`config.mk`:
```
export PLATFORM = sky130hd
export DESIGN_NAME = conf_sequencer
export DESIGN_NICKNAME = d
export VERILOG_FILES = /design/src/rtl/conf_sequencer.sv
export SDC_FILE = /design/constraint.sdc
export NUM_CORES = 1
export LEC_CHECK = 0
export CAP_MARGIN = 15
export CORE_AREA = 2 2 56 98
export CTS_BUF_LIST = sky130_fd_sc_hd__clkbuf_8
export CTS_CLUSTER_SIZE = 28
export DETAILED_ROUTE_END_ITERATION = 10
export DIE_AREA = 0 0 58 100
export PLACE_DENSITY_LB_ADDON = 0.2
export SYNTH_ARGS = -nofsm -noshare
export SYNTH_HDL_FRONTEND = slang
export SYNTH_SLANG_ARGS = --single-unit
```
`constraint.sdc`:
```
create_clock -name clk -period 4.6 [get_ports clk]
set_input_delay 0.69 -clock clk [delete_from_list [all_inputs] [get_ports clk]]
set_output_delay 0.69 -clock clk [all_outputs]
set_load 0.01 [all_outputs]
```
`src/rtl/conf_sequencer.sv`:
```
// Host-side sequencer driving the NTT core controller conf/done_flag handshake.
// Optional macro SEQ_CYCLE_COUNT_EN adds the rsp_cycles run-length output.
module conf_sequencer #(
  parameter int unsigned DRAIN_CYCLES   = 14,
  parameter int unsigned TIMEOUT_CYCLES = 2047,
  parameter int unsigned CNT_W          = 12
) (
  input  logic       clk,
  input  logic       rst,
  input  logic       cmd_valid,
  output logic       cmd_ready,
  input  logic [1:0] cmd_op,
  output logic [2:0] conf,
  input  logic [3:0] done_flag,
  output logic       rsp_valid,
  input  logic       rsp_ready,
  output logic [1:0] rsp_op,
  output logic       rsp_err,
  output logic       busy
`ifdef SEQ_CYCLE_COUNT_EN
  ,
  output logic [CNT_W-1:0] rsp_cycles
`endif
);

  typedef enum logic [1:0] {S_IDLE, S_RUN, S_DRAIN, S_RESP} state_t;

  localparam logic [CNT_W-1:0] TIMEOUT_C  = CNT_W'(TIMEOUT_CYCLES);
  localparam logic [CNT_W-1:0] DRAIN_INIT = CNT_W'(DRAIN_CYCLES - 1);

  state_t           state_q, state_d;
  logic [2:0]       conf_q, conf_d;
  logic             cmd_ready_q, cmd_ready_d;
  logic             rsp_valid_q, rsp_valid_d;
  logic [1:0]       rsp_op_q, rsp_op_d;
  logic             rsp_err_q, rsp_err_d;
  logic             busy_q, busy_d;
  logic [1:0]       op_q, op_d;
  logic [CNT_W-1:0] run_cnt_q, run_cnt_d;
  logic [CNT_W-1:0] drain_cnt_q, drain_cnt_d;
  logic [CNT_W-1:0] cyc_q, cyc_d;

  logic [3:0] exp_mask;
  logic       done_hit;
  logic       wrong_hit;
  logic       timeout_hit;

  always_comb begin
    exp_mask = '0;
    case (op_q)
      2'd1:    exp_mask = 4'b0001;
      2'd2:    exp_mask = 4'b0010;
      2'd3:    exp_mask = 4'b0100;
      default: exp_mask = '0;
    endcase
  end

  assign done_hit    = |(done_flag & exp_mask);
  assign wrong_hit   = |(done_flag & ~exp_mask);
  assign timeout_hit = (run_cnt_q >= TIMEOUT_C);

  always_comb begin
    state_d     = state_q;
    conf_d      = conf_q;
    rsp_valid_d = rsp_valid_q;
    rsp_op_d    = rsp_op_q;
    rsp_err_d   = rsp_err_q;
    op_d        = op_q;
    run_cnt_d   = run_cnt_q;
    drain_cnt_d = drain_cnt_q;
    cyc_d       = cyc_q;

    case (state_q)
      S_IDLE: begin
        if (cmd_valid && cmd_ready_q) begin
          op_d  = cmd_op;
          cyc_d = '0;
          if (cmd_op != 2'd0) begin
            conf_d    = {1'b0, cmd_op};
            run_cnt_d = '0;
            rsp_err_d = 1'b0;
            state_d   = S_RUN;
          end else begin
            rsp_err_d   = 1'b1;
            rsp_op_d    = 2'd0;
            rsp_valid_d = 1'b1;
            state_d     = S_RESP;
          end
        end
      end
      S_RUN: begin
        if (run_cnt_q < TIMEOUT_C) run_cnt_d = run_cnt_q + 1'b1;
        // Expected completion wins over a stray bit, which wins over timeout.
        if (done_hit || wrong_hit || timeout_hit) begin
          conf_d      = (op_q == 2'd3) ? 3'd5 : 3'd4;
          drain_cnt_d = DRAIN_INIT;
          rsp_err_d   = !done_hit;
          cyc_d       = run_cnt_q;
          state_d     = S_DRAIN;
        end
      end
      S_DRAIN: begin
        if (drain_cnt_q == '0) begin
          conf_d      = 3'd0;
          rsp_valid_d = 1'b1;
          rsp_op_d    = op_q;
          state_d     = S_RESP;
        end else begin
          drain_cnt_d = drain_cnt_q - 1'b1;
        end
      end
      S_RESP: begin
        if (rsp_valid_q && rsp_ready) begin
          rsp_valid_d = 1'b0;
          state_d     = S_IDLE;
        end
      end
      default: state_d = S_IDLE;
    endcase

    cmd_ready_d = (state_d == S_IDLE);
    busy_d      = (state_d != S_IDLE);
  end

  always_ff @(posedge clk) begin
    if (!rst) begin
      state_q     <= S_IDLE;
      conf_q      <= '0;
      cmd_ready_q <= 1'b1;
      rsp_valid_q <= 1'b0;
      rsp_op_q    <= '0;
      rsp_err_q   <= 1'b0;
      busy_q      <= 1'b0;
      op_q        <= '0;
      run_cnt_q   <= '0;
      drain_cnt_q <= '0;
      cyc_q       <= '0;
    end else begin
      state_q     <= state_d;
      conf_q      <= conf_d;
      cmd_ready_q <= cmd_ready_d;
      rsp_valid_q <= rsp_valid_d;
      rsp_op_q    <= rsp_op_d;
      rsp_err_q   <= rsp_err_d;
      busy_q      <= busy_d;
      op_q        <= op_d;
      run_cnt_q   <= run_cnt_d;
      drain_cnt_q <= drain_cnt_d;
      cyc_q       <= cyc_d;
    end
  end

  assign conf      = conf_q;
  assign cmd_ready = cmd_ready_q;
  assign rsp_valid = rsp_valid_q;
  assign rsp_op    = rsp_op_q;
  assign rsp_err   = rsp_err_q;
  assign busy      = busy_q;

`ifdef SEQ_CYCLE_COUNT_EN
  assign rsp_cycles = cyc_q;
`else
  logic unused_cyc;
  assign unused_cyc = ^cyc_q;
`endif

endmodule

```
==> results.py <==
metrics = {
    "critical_path": {
        "worstPathMaxFanout": 18,
        "crit_required_ps": 4820,
        "cp-end-kind": "flip-flop",
        "crit_arrival_ps": 2870,
        "crit_family": "simple AND/OR/NAND/NOR gates",
        "worst-setup-path-type": "reg2reg",
        "crit_chain": "inv_1, ha_1, nor2_1, a311o_1, or4b_2, a21oi_1",
        "start_kind": "flip-flop",
        "worst_path_max_delay_cell": "or4b_2",
        "cp_slowest_stage_delay_ps": 690,
        "critical_path_buf_inv_count": 1,
    },
    "pwr": {
        "p_leak_nw": 0.8395,
        "power.total_mw": 1.478,
        "vdd_drop_max_uv": 451.3,
        "powerDensity_nw_per_um2": 646.3,
    },
    "timing": {
        "drv_slew": 0,
        "period_share_pct": 57.70,
        "fmax_mhz": 376.8,
        "rsz0062_at_grt": "false",
        "fin_worst_skew_ps": 7.565,
        "finalCriticalPeriod_ps": 2654,
        "worst_pin_slew_ps": 1074,
        "timing.final.ws_setup_ps": 1946,
        "hold_viol": 0,
        "finalSetupViolCount": 0,
        "setup_tns_ps": 0,
        "relSlewSlack_pct": 27.80,
    },
    "global_routing": {
        "grt_max_degree": 19,
        "antenna_found_initial": 0,
        "first_global_vias": 1780,
        "overflow": 0,
        "grtUsageTotal_pct": 18.18,
        "grt_pass1_wl_um": 8183,
    },
    "outcome": {
        "status": "completed",
    },
    "detailed_routing": {
        "drc": 0,
        "vias": 1808,
        "dr.pass1.iters": 4,
        "totalWireLength_um": 4810,
        "ant_nets": 0,
        "drt_iter0_markers": 16,
        "wl_per_cell_um": 15.72,
        "viasPerCell": 5.908,
    },
    "die": {
        "ios": 19,
        "start_util_pct": 39.46,
        "die_height_um": 100,
        "rows": 35,
        "dieArea_sq_um": 5800,
        "die_w_um": 58,
        "core-area_sq_um": 5080,
    },
    "clock_tree": {
        "htreeDepth": 2,
        "cts_tree": "built",
        "clk_pin_slew_ps": 70,
        "root_buffer": "clkbuf_8",
        "cts_resized": 0,
        "post_cts_buffers": 0,
        "cts_max_path_buffers": 2,
        "postCtsHoldBufs": 0,
        "clock_sinks": 37,
        "clock_latency_ps": 290,
        "cts_made_buffers": 5,
    },
    "hold_path": {
        "min_path_type": "reg2reg",
    },
    "cells_and_area": {
        "seq_area_sq_um": 740.7,
        "nets": 266,
        "multi_input_area_sq_um": 1169,
        "final-instance-count-excl-fill": 306,
        "areaGrowthSynthToFinish_pct": 14.11,
        "diodes": 0,
        "filler_cell_count": 513,
        "drive_gt1_share_pct": 6.375,
    },
    "synth": {
        "synth.avg_cell_area_sq_um": 8.493,
        "netlist_top_cells_area": "dfxtp_1, a21oi_1, ha_1",
        "ys_ff_latch": 37,
        "syn_inst": 236,
        "synth_area_leader_cell": "dfxtp_1",
        "yosysMostFrequentCell": "dfxtp_1",
        "synthDominantCellAreaShare_pct": 36.95,
        "async_flop_share_pct": 0,
        "synth_cell_types": 51,
        "synth_fp_nets": 252,
        "ys.flop_type": "dfxtp_1",
        "synth_edf_count": 0,
        "synthTopCellsByCount": "dfxtp_1, a21oi_1, nor2_1, nand3_1",
        "syn_area_sq_um": 2004,
        "yosysSeqAreaShare_pct": 36.95,
        "ys_warn_count": 0,
    },
    "job": {
        "cap_violations": 0,
    },
    "placement": {
        "place_ws_ps": 1711,
        "numPortBuffers": 18,
        "dp_cells": 298,
        "dp_hpwl_um": 3547,
        "place.gp.congestion": 0.8131,
    },
}
==> registers in the layout, summed over array words and instances, names as in the netlist <==
signal,cells
drain_cnt_q,12
run_cnt_q,12
conf,3
op_q,2
rsp_op,2
state_q,2
busy,1
cmd_ready,1
rsp_err,1
rsp_valid,1
==> metal layers <==
| layer | up-vias | global-route usage (%) | share of wire [%] |
|---|---|---|---|
| met2 | 35 | 31.82 | 52 |
| met3 | 11 | 3.222 | 2.8 |
| met5 | - | 0 | 0 |
| met4 | 0 | 9.123 | 2.8 |
| met1 | 840 | 20.56 | 42 |
| li1 | 922 | - | - |
==> where the power goes <==
group | switching [mW] | internal (mW) | total [mW]
logic | 0.478 | 0.306 | 0.784
clock network | 0.111 | 0.101 | 0.212
registers | 0.0753 | 0.407 | 0.482
==> cell families after synthesis <==
family	share of synthesized area, %
AND/OR/NAND/NOR	24.59
AO/OA/AOI/OAI	25.78
flip-flops	36.95
buffers and inverters	4.744
adder cells (fa/ha/maj)	3.745
XOR/XNOR	2.185
multiplexers	1.998
==> cells in the final DEF (no fill, tap or decap), types with 3 or more instances in the layout <==
| cell | Yosys | layout |
|---|---|---|
| a31oi_1 | 5 | 5 |
| inv_1 | 10 | 13 |
| and3_1 | 4 | 4 |
| o31ai_1 | 7 | 7 |
| nand4_1 | 3 | 3 |
| a211oi_1 | 3 | 3 |
| o21ai_0 | 11 | 11 |
| clkbuf_8 | 0 | 5 |
| nand2b_1 | 4 | 4 |
| mux2i_1 | 4 | 4 |
| o211ai_1 | 3 | 3 |
| nand3_1 | 13 | 13 |
| or4_1 | 8 | 8 |
| a21oi_1 | 23 | 23 |
| xor2_1 | 3 | 3 |
| nand2_1 | 11 | 11 |
| clkdlybuf4s50_1 | 0 | 18 |
| o2111ai_1 | 3 | 3 |
| a311oi_1 | 3 | 3 |
| and2_1 | 3 | 3 |
| nor2_1 | 19 | 19 |
| or3_1 | 5 | 5 |
| dfxtp_1 | 37 | 37 |
| ha_1 | 6 | 6 |
==> worst paths after layout <==
check                  from              to  slack [ps]  cells after the start
max reg2reg      state_q[1]  drain_cnt_q[8]        1950                      6
min reg2reg  drain_cnt_q[6]  drain_cnt_q[6]         470                      2
max              state_q[1]  drain_cnt_q[8]        1950                      6
min          drain_cnt_q[6]  drain_cnt_q[6]         470                      2
==> metrics by stage <==
| step | hold slack, ps | cell area [sq um] | util (%) |
|---|---|---|---|
| 2_1_floorplan | 441.8 | 2004 | - |
| 3_3_place_gp | 450.5 | 2207 | 43.45 |
| 3_5_place_dp | 456.0 | 2207 | 43.45 |
| 4_1_cts | 466.4 | 2287 | 45.02 |
| 5_1_grt | 503.8 | 2287 | 45.02 |
| 6_report | 468.3 | 2287 | 45.02 |
==> final cells by class <==
cell class / instances / area share, %
Clock buffer: 5 / 3.009
Timing Repair Buffer: 19 / 8.206
Tap cell: 55 / 3.009
Sequential cell: 37 / 32.39
Clock inverter: 3 / 0.4923
Inverter: 11 / 1.805
Multi-Input combinational cell: 176 / 51.09
==> tightest hold or removal path, delay by kind of cell (launching register included) <==
| family | cells | cell delay, ps |
|---|---|---|
| flip-flops | 1 | 310 |
| AO/OA/AOI/OAI | 2 | 110 |
Power figures use the tool's default switching activity.
